<file path="src/rtl/home_sim_pkg.sv">
// ---------------------------------------------------------------------------
// home_sim_pkg
// Shared constants and helpers for the home-simulation draw datapath.
// It holds the screen extents, the room tile geometry, the tile colours and
// the room-select helpers. It declares no ports.
// ---------------------------------------------------------------------------
package home_sim_pkg;

  // Screen extents (last column / last row)
  localparam logic [7:0] MAX_X = 8'd159;
  localparam logic [6:0] MAX_Y = 7'd119;

  // Room tile geometry
  localparam logic [7:0] ROOM_X_ORIGIN = 8'd8;
  localparam logic [7:0] ROOM_PITCH    = 8'd30;
  localparam logic [6:0] ROOM_Y_ORIGIN = 7'd50;

  localparam int NUM_ROOMS = 5;
  localparam int TILE_DIM  = 4;

  // funct select value meaning "light" (0 means door)
  localparam logic FUNCT_LIGHT = 1'b1;

  // Tile colours {R,G,B}
  localparam logic [2:0] COL_LIGHT_ON    = 3'b110;
  localparam logic [2:0] COL_LIGHT_OFF   = 3'b001;
  localparam logic [2:0] COL_DOOR_OPEN   = 3'b010;
  localparam logic [2:0] COL_DOOR_CLOSED = 3'b100;
  localparam logic [2:0] COL_BLACK       = 3'b000;

  typedef logic [2:0] room_idx_t;

  // Index of the lowest set enable bit. The loop scans downward, so the
  // lowest index is written last and wins when several bits are set.
  function automatic room_idx_t lowest_room(input logic [NUM_ROOMS-1:0] en);
    room_idx_t idx;
    idx = 3'd0;
    for (int i = NUM_ROOMS - 1; i >= 0; i--) begin
      if (en[i]) begin
        idx = room_idx_t'(i);
      end
    end
    return idx;
  endfunction

  // x of a room tile's top-left pixel, truncated to 8 bits
  function automatic logic [7:0] room_x_base(input room_idx_t r);
    return ROOM_X_ORIGIN + ({5'd0, r} * ROOM_PITCH);
  endfunction

endpackage

</file>
<file path="src/rtl/room_tile_draw_datapath_if.sv">
// ---------------------------------------------------------------------------
// room_tile_draw_datapath_if
// Bundle between the control FSM (master) and the draw datapath (slave).
//   Controller -> datapath: room_en, clear_init, funct, onoff
//   Datapath -> controller: plotcounter, clear_x, clear_y, max_x, max_y,
//                           count_done, clear_done
//   Datapath -> VGA:        vga_x, vga_y, vga_colour, vga_plot
// ---------------------------------------------------------------------------
interface room_tile_draw_datapath_if;
  import home_sim_pkg::*;

  logic [NUM_ROOMS-1:0] room_en;
  logic                 clear_init;
  logic                 funct;
  logic                 onoff;

  logic [3:0]           plotcounter;
  logic [7:0]           clear_x;
  logic [6:0]           clear_y;
  logic [7:0]           max_x;
  logic [6:0]           max_y;
  logic                 count_done;
  logic                 clear_done;

  logic [7:0]           vga_x;
  logic [6:0]           vga_y;
  logic [2:0]           vga_colour;
  logic                 vga_plot;

  modport master (
    output room_en, clear_init, funct, onoff,
    input  plotcounter, clear_x, clear_y, max_x, max_y, count_done,
           clear_done, vga_x, vga_y, vga_colour, vga_plot
  );

  modport slave (
    input  room_en, clear_init, funct, onoff,
    output plotcounter, clear_x, clear_y, max_x, max_y, count_done,
           clear_done, vga_x, vga_y, vga_colour, vga_plot
  );

endinterface

</file>
<file path="src/rtl/screen_clear_counter.sv">
// ---------------------------------------------------------------------------
// screen_clear_counter
// Raster sweep of (clear_x, clear_y) over the whole screen while
// clear_init is held. The sweep parks on the last pixel until the request
// drops, then returns to the origin on the next cycle.
//   clock, reset  : clock and synchronous active-high reset
//   clear_init_i  : sweep request, held for the whole sweep
//   clear_x_o/y_o : current sweep pixel
//   clear_done_o  : request active and sweep at the last pixel
// ---------------------------------------------------------------------------
module screen_clear_counter
  import home_sim_pkg::*;
(
  input  logic       clock,
  input  logic       reset,
  input  logic       clear_init_i,
  output logic [7:0] clear_x_o,
  output logic [6:0] clear_y_o,
  output logic       clear_done_o
);

  logic [7:0] clear_x_q, clear_x_d;
  logic [6:0] clear_y_q, clear_y_d;
  logic       at_max_s;

  assign at_max_s = (clear_x_q == MAX_X) && (clear_y_q == MAX_Y);

  // Next sweep position
  always_comb begin
    clear_x_d = clear_x_q;
    clear_y_d = clear_y_q;
    if (!clear_init_i) begin
      clear_x_d = 8'd0;
      clear_y_d = 7'd0;
    end else if (at_max_s) begin
      clear_x_d = clear_x_q;
      clear_y_d = clear_y_q;
    end else if (clear_x_q == MAX_X) begin
      clear_x_d = 8'd0;
      clear_y_d = clear_y_q + 7'd1;
    end else begin
      clear_x_d = clear_x_q + 8'd1;
      clear_y_d = clear_y_q;
    end
  end

  // Sweep position register
  always_ff @(posedge clock) begin
    if (reset) begin
      clear_x_q <= 8'd0;
      clear_y_q <= 7'd0;
    end else begin
      clear_x_q <= clear_x_d;
      clear_y_q <= clear_y_d;
    end
  end

  assign clear_x_o    = clear_x_q;
  assign clear_y_o    = clear_y_q;
  assign clear_done_o = clear_init_i & at_max_s & ~reset;

endmodule

</file>
<file path="src/rtl/room_tile_draw_datapath.sv">
// ---------------------------------------------------------------------------
// room_tile_draw_datapath
// Draw-side responder to the home-simulation controller. It keeps the
// per-room light and door status, plots each room's 4x4 status tile and
// sweeps the screen black on a clear request.
//   clock, reset : clock and synchronous active-high reset
//   bus (slave)  : controller requests in; counters, done flags and VGA
//                  pixel stream out
// ---------------------------------------------------------------------------
module room_tile_draw_datapath
  import home_sim_pkg::*;
(
  input  logic                       clock,
  input  logic                       reset,
  room_tile_draw_datapath_if.slave   bus
);

  logic [NUM_ROOMS-1:0] light_q, light_d;
  logic [NUM_ROOMS-1:0] door_q, door_d;
  logic [3:0]           plotcounter_q, plotcounter_d;
  logic                 en_prev_q, en_prev_d;

  logic                 room_active_s;
  logic                 draw_s;
  logic                 first_s;
  logic                 write_light_s;
  logic                 write_door_s;
  room_idx_t            room_s;
  logic                 light_now_s;
  logic                 door_now_s;
  logic [2:0]           tile_colour_s;
  logic [7:0]           clear_x_s;
  logic [6:0]           clear_y_s;
  logic                 clear_done_s;

  assign room_active_s = |bus.room_en;
  assign room_s        = lowest_room(bus.room_en);
  // Clear has priority: a room request under clear is not a draw and
  // does not count as an activation.
  assign draw_s        = room_active_s & ~bus.clear_init;
  assign first_s       = draw_s & ~en_prev_q;
  assign write_light_s = first_s & (bus.funct == FUNCT_LIGHT);
  assign write_door_s  = first_s & (bus.funct != FUNCT_LIGHT);

  screen_clear_counter u_clear (
    .clock        (clock),
    .reset        (reset),
    .clear_init_i (bus.clear_init),
    .clear_x_o    (clear_x_s),
    .clear_y_o    (clear_y_s),
    .clear_done_o (clear_done_s)
  );

  // Next state: status write on activation, tile pixel counter, edge detect
  always_comb begin
    light_d       = light_q;
    door_d        = door_q;
    plotcounter_d = plotcounter_q;
    en_prev_d     = draw_s;
    if (write_light_s) begin
      light_d[room_s] = bus.onoff;
    end else if (write_door_s) begin
      door_d[room_s] = bus.onoff;
    end else begin
      light_d = light_q;
    end
    if (bus.clear_init) begin
      plotcounter_d = 4'd0;
    end else if (room_active_s) begin
      plotcounter_d = plotcounter_q + 4'd1;
    end else begin
      plotcounter_d = 4'd0;
    end
  end

  // Status and counter registers
  always_ff @(posedge clock) begin
    if (reset) begin
      light_q       <= '0;
      door_q        <= '0;
      plotcounter_q <= 4'd0;
      en_prev_q     <= 1'b0;
    end else begin
      light_q       <= light_d;
      door_q        <= door_d;
      plotcounter_q <= plotcounter_d;
      en_prev_q     <= en_prev_d;
    end
  end

  // Tile colour; the status write is bypassed so the first pixel of a
  // tile already reflects the value being written this cycle.
  always_comb begin
    light_now_s = write_light_s ? bus.onoff : light_q[room_s];
    door_now_s  = write_door_s  ? bus.onoff : door_q[room_s];
    if (!plotcounter_q[3]) begin
      tile_colour_s = light_now_s ? COL_LIGHT_ON : COL_LIGHT_OFF;
    end else begin
      tile_colour_s = door_now_s ? COL_DOOR_OPEN : COL_DOOR_CLOSED;
    end
  end

  // Pixel stream mux: clear sweep, room tile, or idle
  always_comb begin
    bus.vga_x      = 8'd0;
    bus.vga_y      = 7'd0;
    bus.vga_colour = COL_BLACK;
    if (bus.clear_init) begin
      bus.vga_x      = clear_x_s;
      bus.vga_y      = clear_y_s;
      bus.vga_colour = COL_BLACK;
    end else if (room_active_s) begin
      bus.vga_x      = room_x_base(room_s) + {6'd0, plotcounter_q[1:0]};
      bus.vga_y      = ROOM_Y_ORIGIN + {5'd0, plotcounter_q[3:2]};
      bus.vga_colour = tile_colour_s;
    end else begin
      bus.vga_x      = 8'd0;
      bus.vga_y      = 7'd0;
      bus.vga_colour = COL_BLACK;
    end
  end

  assign bus.vga_plot    = (room_active_s | bus.clear_init) & ~reset;
  assign bus.count_done  = room_active_s & (plotcounter_q == 4'd15) & ~reset;
  assign bus.clear_done  = clear_done_s;
  assign bus.plotcounter = plotcounter_q;
  assign bus.clear_x     = clear_x_s;
  assign bus.clear_y     = clear_y_s;
  assign bus.max_x       = MAX_X;
  assign bus.max_y       = MAX_Y;

endmodule

</file>
<file path="src/flat_wrapper.sv">
// flat-port wrapper written by rule: the top's interface ports become plain ports
module room_tile_draw_datapath_flat import home_sim_pkg::*;
  (clock, reset, bus_room_en, bus_clear_init, bus_funct, bus_onoff, bus_plotcounter, bus_clear_x, bus_clear_y, bus_max_x, bus_max_y, bus_count_done, bus_clear_done, bus_vga_x, bus_vga_y, bus_vga_colour, bus_vga_plot);
  room_tile_draw_datapath_if bus_i ();
  input  logic clock;
  input  logic reset;
  input wire logic [$bits(bus_i.room_en)-1:0] bus_room_en;
  input wire logic [$bits(bus_i.clear_init)-1:0] bus_clear_init;
  input wire logic [$bits(bus_i.funct)-1:0] bus_funct;
  input wire logic [$bits(bus_i.onoff)-1:0] bus_onoff;
  output wire logic [$bits(bus_i.plotcounter)-1:0] bus_plotcounter;
  output wire logic [$bits(bus_i.clear_x)-1:0] bus_clear_x;
  output wire logic [$bits(bus_i.clear_y)-1:0] bus_clear_y;
  output wire logic [$bits(bus_i.max_x)-1:0] bus_max_x;
  output wire logic [$bits(bus_i.max_y)-1:0] bus_max_y;
  output wire logic [$bits(bus_i.count_done)-1:0] bus_count_done;
  output wire logic [$bits(bus_i.clear_done)-1:0] bus_clear_done;
  output wire logic [$bits(bus_i.vga_x)-1:0] bus_vga_x;
  output wire logic [$bits(bus_i.vga_y)-1:0] bus_vga_y;
  output wire logic [$bits(bus_i.vga_colour)-1:0] bus_vga_colour;
  output wire logic [$bits(bus_i.vga_plot)-1:0] bus_vga_plot;
  assign bus_i.room_en = bus_room_en;
  assign bus_i.clear_init = bus_clear_init;
  assign bus_i.funct = bus_funct;
  assign bus_i.onoff = bus_onoff;
  assign bus_plotcounter = bus_i.plotcounter;
  assign bus_clear_x = bus_i.clear_x;
  assign bus_clear_y = bus_i.clear_y;
  assign bus_max_x = bus_i.max_x;
  assign bus_max_y = bus_i.max_y;
  assign bus_count_done = bus_i.count_done;
  assign bus_clear_done = bus_i.clear_done;
  assign bus_vga_x = bus_i.vga_x;
  assign bus_vga_y = bus_i.vga_y;
  assign bus_vga_colour = bus_i.vga_colour;
  assign bus_vga_plot = bus_i.vga_plot;
  room_tile_draw_datapath u_core (.clock(clock), .reset(reset), .bus(bus_i));
endmodule
</file>
<file path="config.mk">
export PLATFORM = sky130hd
export DESIGN_NAME = room_tile_draw_datapath_flat
export DESIGN_NICKNAME = d
export VERILOG_FILES = /design/src/rtl/home_sim_pkg.sv /design/src/rtl/room_tile_draw_datapath_if.sv /design/src/rtl/screen_clear_counter.sv /design/src/rtl/room_tile_draw_datapath.sv /design/src/flat_wrapper.sv
export SDC_FILE = /design/constraint.sdc
export NUM_CORES = 1
export LEC_CHECK = 0
export CAP_MARGIN = 20
export CORE_AREA = 2 2 82 76
export CTS_CLUSTER_DIAMETER = 80
export DETAILED_ROUTE_END_ITERATION = 10
export DIE_AREA = 0 0 84 78
export PLACE_DENSITY = 0.68
export SKIP_LAST_GASP = 1
export SLEW_MARGIN = 20
export SYNTH_ARGS = -nofsm -noshare
export SYNTH_HDL_FRONTEND = slang
export SYNTH_HIERARCHICAL = 1
export SYNTH_SLANG_ARGS = --single-unit
</file>
<file path="constraint.sdc">
create_clock -name clock -period 6.8 [get_ports clock]
set_input_delay 1.36 -clock clock [delete_from_list [all_inputs] [get_ports clock]]
set_output_delay 1.36 -clock clock [all_outputs]
set_load 0.02 [all_outputs]
</file>
==> flow_summary.toml <==
[floorplanning]
core-area_um2 = 5630
pin_count = 65
dieArea_um2 = 6550
rows = 26
initial_core_util_pct = 39.1
dieWidth_um = 84
die_h_um = 78

[pwr]
ir_worst_vdd_mv = 0.105
p_leak_nw = 1.12
powerDensity_nw_per_um2 = 152

[sta]
fin_skew_ns = 0.00191
hold_slack_ns = 0.508
hold_violations = 0
maxSlewHeadroom_pct = 54.7
setup_tns_ns = 0
worst_slack_ns = 0.351
rsz0062_at_grt = "false"
maxSlewViolCount = 0
setup_violations = 0
tightest_slew_ns = 0.675
fin_crit_ns = 6.45
timing.final.crit_share_pct = 94.8
fmax_mhz = 155

[logic_synthesis]
ys_async_sr_fraction_pct = 0
synth_warnings = 6
synth_ff_type = "dfxtp_1"
postSynthCellCount = 280
ys_seq_area_share_pct = 27.3
synth_edf_count = 0
synth_seq_cells = 30
synth_cell_types = 55
avgSynthCellArea_um2 = 7.86
syn-cell-area_um2 = 2200

[worst_hold_path]
hp-class = "reg2reg"

[global_route]
grt_pass1_wl_um = 9000
grt_start_max_net_pins = 19
overflow = 0
grtUsageTotal_pct = 16.7
grt_pass1_vias = 1849
antenna_found_initial = 0

[clock_network]
cts-root-buf = "clkbuf_8"
post_cts_buffers = 0
clk_pin_slew_worst_paths_ns = 0.06
postCtsHoldBufs = 0
clock_latency_ns = 0.27
clock_path_buffers = 2
cts_resized = 0
htree_levels = 2
cts_buffers = 5
cts_tree = "yes"
cts.sink_count = 30

[setup_path]
cp_max_fo = 6
crit_arrival_ns = 5.09
endpoint_kind = "output port"
critPathKind = "in2out"
cp.required_ns = 5.44
start_kind = "input pin"

[placement]
hpwl_um = 4150
routabilityCongestion = 0.884
placed_cells_incl_taps = 389
io_buffers = 49
pre_cts_slack_ns = 0.226

[cells_and_area]
diodes = 0
final_nets = 353
fin_cells = 397
multi_input_area_um2 = 1450
drive_gt1_share_pct = 9.17
area.growth.synth_to_final_pct = 27.3
regArea_um2 = 601
nFillCells = 540
final_core_util_pct = 49.8

[drt]
viasPerCell = 5.23
drc = 0
drt_iter0_drc = 123
drt_first_pass_iters = 4
avgRoutedWirePerCell_um = 13.8
drt-total-wl_um = 5460
vias = 2077
antenna_left = 0

[run_status]
outcome = "complete, no violations"

[run]
max_cap_viol_count = 0
[cells by family (layout without fill, tap and decap cells)]
| family | count (synthesis) | count (layout) | share of synthesized area [%] |
|---|---|---|---|
| AO/OA/AOI/OAI | 44 | 44 | 12.4 |
| XOR/XNOR | 13 | 13 | 5.17 |
| adder cells (fa/ha/maj) | 17 | 17 | 10.7 |
| buffers and inverters | 38 | 72 | 9.66 |
| flip-flops | 30 | 30 | 27.3 |
| multiplexers | 10 | 10 | 4.55 |
| other | 2 | 15 | 0.341 |
| AND/OR/NAND/NOR | 126 | 126 | 29.9 |
[layout make-up]
type | count | area share (%)
Clock buffer | 6 | 2.95
Sequential cell | 30 | 21.4
Inverter | 10 | 1.34
Multi-Input combinational cell | 225 | 51.8
Timing Repair Buffer | 54 | 18.9
Clock inverter | 2 | 0.446
Tap cell | 70 | 3.12
[state kept, by name, summed over array words and instances, names as in the netlist]
signal,count
u_core/u_clear/clear_x_o,8
u_core/light_q,5
u_core/u_clear/clear_y_o,7
u_core/bus.plotcounter,4
u_core/en_prev_q,1
u_core/door_q,5
[per-stage QoR]
step | total power, mW | area, µm²
finish | 0.427 | 2800
global route | 0.448 | 2800
CTS | 0.429 | 2790
detailed placement | 0.280 | 2690
global placement | 0.280 | 2690
floorplan | 0.253 | 2250
[where the power goes]
part           leakage, nW  internal, mW  switching [mW]
clock network       0.0472        0.0812          0.0679
registers            0.243         0.178         0.00244
logic                0.829        0.0395          0.0578
[placed cells by master, fill, tap and decap left out, types with 5 or more instances in the layout]
cell,instances
xor2_1,8
mux2i_1,10
nor4_1,5
nor2_1,29
clkdlybuf4s50_1,48
buf_4,5
clkbuf_8,6
a21oi_1,12
o21ai_0,13
conb_1,15
nand2_1,23
dfxtp_1,30
nor3_1,15
and3_1,5
ha_1,14
inv_1,8
nand3_1,19
[path summary, 6_finish.rpt]
check,from,depth (start not counted),slack [ns],end
setup / recovery,bus_room_en[0],13,0.35,bus_vga_x[6]
hold / removal,u_core/light_q[2],2,0.51,u_core/light_q[2]
setup reg to reg,u_core/u_clear/clear_x_o[0],5,4.91,u_core/u_clear/clear_y_o[3]
hold reg to reg,u_core/light_q[2],2,0.51,u_core/light_q[2]
[cell usage after synthesis (all sizes together) (2+ instances only)]
cell    instances  share of area, %
a211oi          3               1.2
a21oi          12               2.7
and2            3              0.85
and3            5               1.4
and4            3               1.4
buf            20               6.6
clkbuf          8               1.4
conb            2              0.34
dfxtp          30                27
fa              3               2.7
ha             14               8.0
inv            10               1.7
mux2i          10               4.5
nand2          24               4.2
nand2b          4               1.1
nand3          19               4.3
nand4           3              0.85
nor2           29               4.9
nor2b           2              0.57
nor3           16               3.6
nor4            6               2.4
o21ai          16               3.6
o31ai           2              0.68
or2             3              0.85
or3             3              0.91
xnor2           5               2.0
xor2            8               3.2
[routing by layer]
| metal | vias up | part of all wire, % | global-route usage [%] |
|---|---|---|---|
| li1 | 1041 | - | - |
| met2 | 50 | 43 | 24.5 |
| met4 | 0 | 0.62 | 3.87 |
| met1 | 984 | 51 | 24.4 |
| met5 | - | 0 | 0 |
| met3 | 2 | 5.5 | 4.57 |
[worst max-delay path: stages]
cell,delay (ns)
clkdlybuf4s50_1,0.51
or2_4,0.31
nor2_1,0.16
inv_1,0.12
fa_1,0.60
ha_1,0.18
inv_1,0.05
fa_1,0.50
nor3_2,0.22
xor2_1,0.20
nor3_1,0.08
a221o_1,0.27
clkdlybuf4s50_1,0.53
Power figures use the tool's default switching activity.
